`config.mk`:
```
export PLATFORM = sky130hd
export DESIGN_NAME = score_timer_display
export DESIGN_NICKNAME = d
export VERILOG_FILES = /design/src/rtl/game_pkg.sv /design/src/rtl/score_timer_display_seg7_decode.sv /design/src/rtl/score_timer_display.sv
export SDC_FILE = /design/constraint.sdc
export NUM_CORES = 1
export LEC_CHECK = 0
export ABC_CLOCK_PERIOD_IN_PS = 4150
export CAP_MARGIN = 20
export CORE_MARGIN = 2
export CORE_UTILIZATION = 34
export CTS_BUF_LIST = sky130_fd_sc_hd__clkbuf_4
export CTS_CLUSTER_DIAMETER = 100
export CTS_CLUSTER_SIZE = 20
export DETAILED_ROUTE_END_ITERATION = 7
export PLACE_DENSITY_LB_ADDON = 0.08
export SLEW_MARGIN = 5
export SYNTH_ARGS = -nofsm -noshare
export SYNTH_HDL_FRONTEND = slang
export SYNTH_HIERARCHICAL = 1
export SYNTH_SLANG_ARGS = --single-unit
```
`constraint.sdc`:
```
create_clock -name clk -period 4.15 [get_ports clk]
set_clock_uncertainty 0.05 [all_clocks]
set_input_delay 0.83 -clock clk [delete_from_list [all_inputs] [get_ports clk]]
set_output_delay 0.83 -clock clk [all_outputs]
set_load 0.02 [all_outputs]
```
`src/rtl/game_pkg.sv`:
```
// Shared definitions for the game display blocks: FSM states, clamp limits
// and the active-low 7-segment glyph table (bit6=g .. bit0=a).
package game_pkg;

    typedef enum logic [1:0] {
        IDLE  = 2'd0,
        LOAD  = 2'd1,
        SHIFT = 2'd2,
        DONE  = 2'd3
    } state_t;

    localparam int         SCORE_MAX = 9999;
    localparam int         TIMER_MAX = 99;
    localparam logic [6:0] SEG_BLANK = 7'h7F;

    function automatic logic [6:0] seg7_glyph(input logic [3:0] bcd);
        logic [6:0] seg;
        case (bcd)
            4'd0:    seg = 7'b1000000;
            4'd1:    seg = 7'b1111001;
            4'd2:    seg = 7'b0100100;
            4'd3:    seg = 7'b0110000;
            4'd4:    seg = 7'b0011001;
            4'd5:    seg = 7'b0010010;
            4'd6:    seg = 7'b0000010;
            4'd7:    seg = 7'b1111000;
            4'd8:    seg = 7'b0000000;
            4'd9:    seg = 7'b0010000;
            default: seg = SEG_BLANK;
        endcase
        return seg;
    endfunction

    // Double-dabble correction applied to one BCD nibble before each shift.
    function automatic logic [3:0] dabble_adj(input logic [3:0] nib);
        return (nib >= 4'd5) ? nib + 4'd3 : nib;
    endfunction

endpackage

```
`src/rtl/score_timer_display_seg7_decode.sv`:
```
// Combinational BCD digit to active-low 7-segment pattern; non-BCD codes blank.
module seg7_decode
    import game_pkg::*;
(
    input  logic [3:0] bcd,
    output logic [6:0] seg
);

    assign seg = seg7_glyph(bcd);

endmodule

```
`src/rtl/score_timer_display.sv`:
```
// Score/timer to six-digit HEX display with a sequential double-dabble converter.
// Optional game-over blink is built only when GAME_OVER_BLINK_EN is defined.
module score_timer_display
    import game_pkg::*;
#(
    parameter int SCORE_W      = 14,
    parameter int TIMER_W      = 6,
    parameter int BLINK_CYCLES = 25_000_000
)
(
    input  logic               clk,
    input  logic               rst,
    input  logic [SCORE_W-1:0] score,
    input  logic [TIMER_W-1:0] timer,
    input  logic               game_over,
    output logic [6:0]         hex0,
    output logic [6:0]         hex1,
    output logic [6:0]         hex2,
    output logic [6:0]         hex3,
    output logic [6:0]         hex4,
    output logic [6:0]         hex5,
    output logic               busy,
    output logic               update
);

    localparam int CNT_W = $clog2(SCORE_W);

    state_t state_reg, state_next;

    logic               dirty_reg;
    logic [SCORE_W-1:0] snap_score_reg;
    logic [TIMER_W-1:0] snap_timer_reg;
    logic [SCORE_W-1:0] score_bin_reg;
    logic [SCORE_W-1:0] timer_bin_reg;
    logic [15:0]        score_bcd_reg;
    logic [7:0]         timer_bcd_reg;
    logic [CNT_W-1:0]   cnt_reg;
    logic [6:0]         hex_reg [6];
    logic               update_reg;

    logic               start;
    logic [SCORE_W-1:0] score_clamped;
    logic [SCORE_W-1:0] timer_ext;
    logic [SCORE_W-1:0] timer_clamped;
    logic [15:0]        score_adj;
    logic [7:0]         timer_adj;
    logic [3:0]         digit [6];
    logic [6:0]         seg [6];
    logic [6:0]         disp [6];
    logic               blank_all;

    assign start = dirty_reg || ({score, timer} != {snap_score_reg, snap_timer_reg});

    // Clamp works on the snapshot so mid-pass input changes cannot leak in.
    assign score_clamped = (snap_score_reg > SCORE_W'(SCORE_MAX)) ? SCORE_W'(SCORE_MAX) : snap_score_reg;
    assign timer_ext     = SCORE_W'(snap_timer_reg);
    assign timer_clamped = (timer_ext > SCORE_W'(TIMER_MAX)) ? SCORE_W'(TIMER_MAX) : timer_ext;

    genvar gi;
    generate
        for (gi = 0; gi < 4; gi++) begin : g_score_lane
            assign score_adj[gi*4 +: 4] = dabble_adj(score_bcd_reg[gi*4 +: 4]);
            assign digit[gi]            = score_bcd_reg[gi*4 +: 4];
        end
        for (gi = 0; gi < 2; gi++) begin : g_timer_lane
            assign timer_adj[gi*4 +: 4] = dabble_adj(timer_bcd_reg[gi*4 +: 4]);
            assign digit[gi+4]          = timer_bcd_reg[gi*4 +: 4];
        end
        for (gi = 0; gi < 6; gi++) begin : g_digit
            seg7_decode u_dec (
                .bcd (digit[gi]),
                .seg (seg[gi])
            );
            assign disp[gi] = blank_all ? SEG_BLANK : hex_reg[gi];
        end
    endgenerate

    always_ff @(posedge clk) begin
        if (rst) begin
            state_reg <= IDLE;
        end else begin
            state_reg <= state_next;
        end
    end

    always_comb begin
        state_next = state_reg;
        case (state_reg)
            IDLE:    if (start) state_next = LOAD;
            LOAD:    state_next = SHIFT;
            SHIFT:   if (cnt_reg == '0) state_next = DONE;
            DONE:    state_next = IDLE;
            default: state_next = IDLE;
        endcase
    end

    always_ff @(posedge clk) begin
        if (rst) begin
            dirty_reg      <= 1'b1;
            snap_score_reg <= '0;
            snap_timer_reg <= '0;
            score_bin_reg  <= '0;
            timer_bin_reg  <= '0;
            score_bcd_reg  <= '0;
            timer_bcd_reg  <= '0;
            cnt_reg        <= '0;
            update_reg     <= 1'b0;
            for (int i = 0; i < 6; i++) begin
                hex_reg[i] <= SEG_BLANK;
            end
        end else begin
            update_reg <= 1'b0;
            case (state_reg)
                IDLE: begin
                    if (start) begin
                        snap_score_reg <= score;
                        snap_timer_reg <= timer;
                        dirty_reg      <= 1'b0;
                    end
                end
                LOAD: begin
                    score_bin_reg <= score_clamped;
                    timer_bin_reg <= timer_clamped;
                    score_bcd_reg <= '0;
                    timer_bcd_reg <= '0;
                    cnt_reg       <= CNT_W'(SCORE_W - 1);
                end
                SHIFT: begin
                    // Both lanes run the same step count; the timer lane's upper bits are zero.
                    {score_bcd_reg, score_bin_reg} <= {score_adj[14:0], score_bin_reg, 1'b0};
                    {timer_bcd_reg, timer_bin_reg} <= {timer_adj[6:0], timer_bin_reg, 1'b0};
                    if (cnt_reg != '0) begin
                        cnt_reg <= cnt_reg - 1'b1;
                    end
                end
                DONE: begin
                    for (int i = 0; i < 6; i++) begin
                        hex_reg[i] <= seg[i];
                    end
                    update_reg <= 1'b1;
                end
                default: ;
            endcase
        end
    end

`ifdef GAME_OVER_BLINK_EN
    localparam int BLINK_W = $clog2(BLINK_CYCLES) + 1;

    logic [BLINK_W-1:0] blink_cnt_reg;
    logic               blink_off_reg;

    // The on phase begins with game_over; dropping it restores the display next edge.
    always_ff @(posedge clk) begin
        if (rst || !game_over) begin
            blink_cnt_reg <= '0;
            blink_off_reg <= 1'b0;
        end else if (blink_cnt_reg == BLINK_W'(BLINK_CYCLES - 1)) begin
            blink_cnt_reg <= '0;
            blink_off_reg <= ~blink_off_reg;
        end else begin
            blink_cnt_reg <= blink_cnt_reg + 1'b1;
        end
    end

    assign blank_all = blink_off_reg;
`else
    logic unused_blink;

    assign unused_blink = game_over ^ (BLINK_CYCLES == 0);
    assign blank_all    = 1'b0;
`endif

    assign hex0   = disp[0];
    assign hex1   = disp[1];
    assign hex2   = disp[2];
    assign hex3   = disp[3];
    assign hex4   = disp[4];
    assign hex5   = disp[5];
    assign busy   = (state_reg != IDLE);
    assign update = update_reg;

endmodule
```
==> key figures <==
Run status
  – Status: finished, final reports clean

CTS
  – Number of buffers created by CTS: 17
  – Root buffer selected by CTS: clkbuf_4
  – CTS H-Tree Depth: 4
  – Maximum clock path buffer count: 2
  – Hold Buf Count CTS: 0
  – Clock-pin slew on the worst setup and hold paths: around 0.09 ns
  – Post-cts repair resize count: 0
  – Later-pin clock latency in the skew report: approximately 0.52 ns
  – Number of buffers inserted to repair setup after CTS: 0
  – Clock tree from TritonCTS: done
  – Clock tree sinks: about 120

Pwr
  – Static leakage: around 2.6 nW
  – Part of the power in registers: between 40 and 50%
  – Power density over the cells: 461 nW/um2
  – Internal Power: about 2.2 mW
  – Switching part of the total: roughly 37%
  – Worst voltage drop across the vdd grid: ~0.44 mV
  – Net switching power figure: roughly 1.3 mW
  – Pwr Total: between 3 and 4 mW
  – Fraction of power consumed by combinational cells: between 30% and 40%
  – Clock share of power: between 20% and 30%

Logic synthesis
  – Proportion of synthesized flip-flops having asynchronous set or reset: 0%
  – Portion of the post-synthesis area used by sequential elements: between 40% and 50%
  – Number of flip-flops and latches in the synthesized netlist: 122
  – Gate count after technology mapping: between 700 and 800
  – Mean cell area of the mapped netlist: a little over 9 um2
  – YS warnings: 6
  – Area of the mapped netlist: 6580 um2
  – Top flip-flop cell by instance count after synthesis: dfxtp_1
  – Yosys cell types: 43
  – Number of flops mapped to enable cells by yosys: 42
  – Syn nets: 787

Setup path
  – Critical path endpoint: busy
  – Critical Setup Path Class: reg -> out
  – Beginning of the worst register-to-register path: snap_score_reg[13]
  – Family of cells with the greatest summed delay on the critical path: buffers and inverters
  – Worst-path fanout max: 4
  – Crit path launch: state_reg[0]
  – Launching element type of the critical path: flop
  – Slowest stage delay, CP: slightly above 0.6 ns
  – FF-to-FF setup slack: 1.92 ns
  – Required arrival time at the worst endpoint: about 3.3 ns
  – WP buf/inv: 3
  – Cell-by-cell trace of the critical path: inv_1, ha_1, inv_1, clkdlybuf4s50_1
  – Worst-case reg-to-reg path depth: 7
  – Slowest cell on the critical path: clkdlybuf4s50_1
  – Cell mode on critical path: inv_1
  – Worst path arrival time: roughly 2.0 ns
  – Critical R2R Capture: snap_timer_reg[5]
  – Critical path endpoint category: output port
  – Crit. path cell count: 4

GRT
  – Pin count of the biggest net entering global routing: 54
  – Number of global-route vias before repair: between 4,000 and 5,000
  – First-pass GRT wire length: between 20 and 25 mm
  – Final global-route overflow total: 0
  – Initial antenna violation count: 1
  – Overall Global Routing Usage: around 14%

STA
  – Relative slew margins: 34.2%
  – Hold Violations, Final: 0
  – Fin crit share: ~70%
  – Unrepaired setup endpoints after global routing: no
  – Final-layout setup total negative slack: 0 ns
  – Maximum clock rate: 0.343 GHz
  – Setup violation total in the final timing report: 0
  – Max Slew Vio Count: 0
  – Measured slew at the worst slew-check pin: between 0.9 and 1 ns
  – Final critical delay including setup and external delays: a little under 3 ns
  – Worst hold slack: approximately 0.41 ns

Route
  – Routed metal-1 wire length: approximately 6.2 mm
  – DRC: 0
  – Top routing layer in use: met4
  – First-pass detailed-route iteration total: 4
  – Via Count: 4,919
  – Antenna-violating nets left: 0
  – Sum of routed wire length over all layers: approximately 13 mm
  – Via count normalized by instance count: approximately 4.7
  – Met3 Wirelength: 405 um
  – Routed len/inst: between 10 and 15 um
  – Detail Route met2 WL: 6.32 mm
  – Iteration-0 DRC Markers: 245

Floorplanning
  – Die extent in x: around 140 um
  – Standard-cell rows: 50
  – Die H: ~140 um
  – Core region area: ~19,000 um2
  – Boundary pin count: 67
  – Die Area: 20,500 um2
  – Starting density of the core: between 30% and 40%

Final layout
  – Area growth from synthesis to layout: 15.6%
  – Max FFs per register: 42
  – Design Area, Final: 7600 um2
  – Post-route non-filler standard cell count: approximately 1,000
  – Sequential cell area: about 2900 um2
  – Area occupied by multi-input gates: between 3000 and 4000 um2
  – Layout filler cell count: between 1,500 and 2,000
  – Commonest cells after routing, fill and taps aside: nor2_1, dfxtp_1, nand2b_1, clkdlybuf4s50_1, a21oi_1
  – Fin nets: about 840
  – Most common cell after layout, fill and taps aside: nor2_1
  – Fraction of layout cells with a size suffix above 1: between 6 and 7%

Placed design
  – Half-perimeter wire length of the detailed placement result: between 8 and 9 mm
  – Number of buffers inserted by port buffering: 65
  – RD Place Congestion: approximately 0.76
  – Post-place instance area: roughly 7400 um2
  – Cells after DPL: about 1,000

Job
  – Max-cap violations: 0

Worst hold path
  – Hold crit path type: reg -> reg
==> layer usage <==
metal | global-route usage [%] | up-vias
li1 | - | 2554
met5 | 0 | -
met3 | 3.62 | 7
met4 | 4.90 | 0
met2 | 23.3 | 74
met1 | 16.5 | 2284
==> synth_stat cells (all sizes together) (8+ instances only) <==
cell	n	area (um2)
a211oi	14	105
a21oi	55	294
a22oi	16	120
buf	17	130
clkbuf	23	86.3
dfxtp	80	1600
edfxtp	42	1260
ha	47	588
inv	43	161
mux2i	27	270
nand2	45	169
nand2b	73	457
nand3	13	65.1
nor2	88	330
o21ai	45	225
o31ai	8	73.8
xnor2	12	105
xor2	16	140
==> worst min-delay path by stage <==
stage               startpoint   endpoint  depth (start not counted)
finish               dirty_reg  dirty_reg                          1
global route         dirty_reg  dirty_reg                          1
CTS                  dirty_reg  dirty_reg                          1
detailed placement   dirty_reg  dirty_reg                          1
global placement     dirty_reg  dirty_reg                          1
floorplan            dirty_reg  dirty_reg                          1
==> cells by family (layout without fill, tap and decap cells) <==
family	count (synthesis)	in the layout	share of synthesized area (%)
buffers and inverters	83	145	5.75
xor gates and xnor gates	28	28	3.73
adders and majority gates	47	47	8.94
AOI/OAI and AO/OA	161	161	15.3
muxes	27	27	4.11
DFF	122	122	43.5
other	0	1	0
and+or+nand+nor	249	249	18.7
==> worst reg2reg max path: stages, from the launching register on <==
cell and delay (ns):
dfxtp_1 0.49, xor2_1 0.12, nor4_2 0.25, nand4_1 0.24
o31ai_4 0.30, buf_4 0.37, mux2i_1 0.24, nor2_1 0.05
==> per-stage QoR <==
step | utilization [%] | worst slack (ns)
6_report | 40.4 | 1.23
3_3_place_gp | 39.2 | 1.01
2_1_floorplan | - | 1.74
4_1_cts | 40.4 | 1.17
5_1_grt | 40.4 | 1.05
3_5_place_dp | 39.2 | 1.00
==> final cells by class <==
type,count,area share (%)
multi-input cells,512,44.0
flip-flops and latches,122,37.7
repair buffers,71,9.09
well taps,260,4.28
clock buffers,25,2.47
inverters,43,2.12
clock inverters,6,0.379
diodes,1,0.0329
==> power groups by stage <==
stage | clock, mW | combinational [mW] | sequential, mW
floorplan | 0 | 0.907 | 1.60
CTS | 0.738 | 1.23 | 1.59
detailed placement | 0 | 1.22 | 1.62
global route | 0.787 | 1.35 | 1.62
finish | 0.701 | 1.21 | 1.59
global placement | 0 | 1.21 | 1.61
Note: power is estimated with default switching activity, not from simulation.
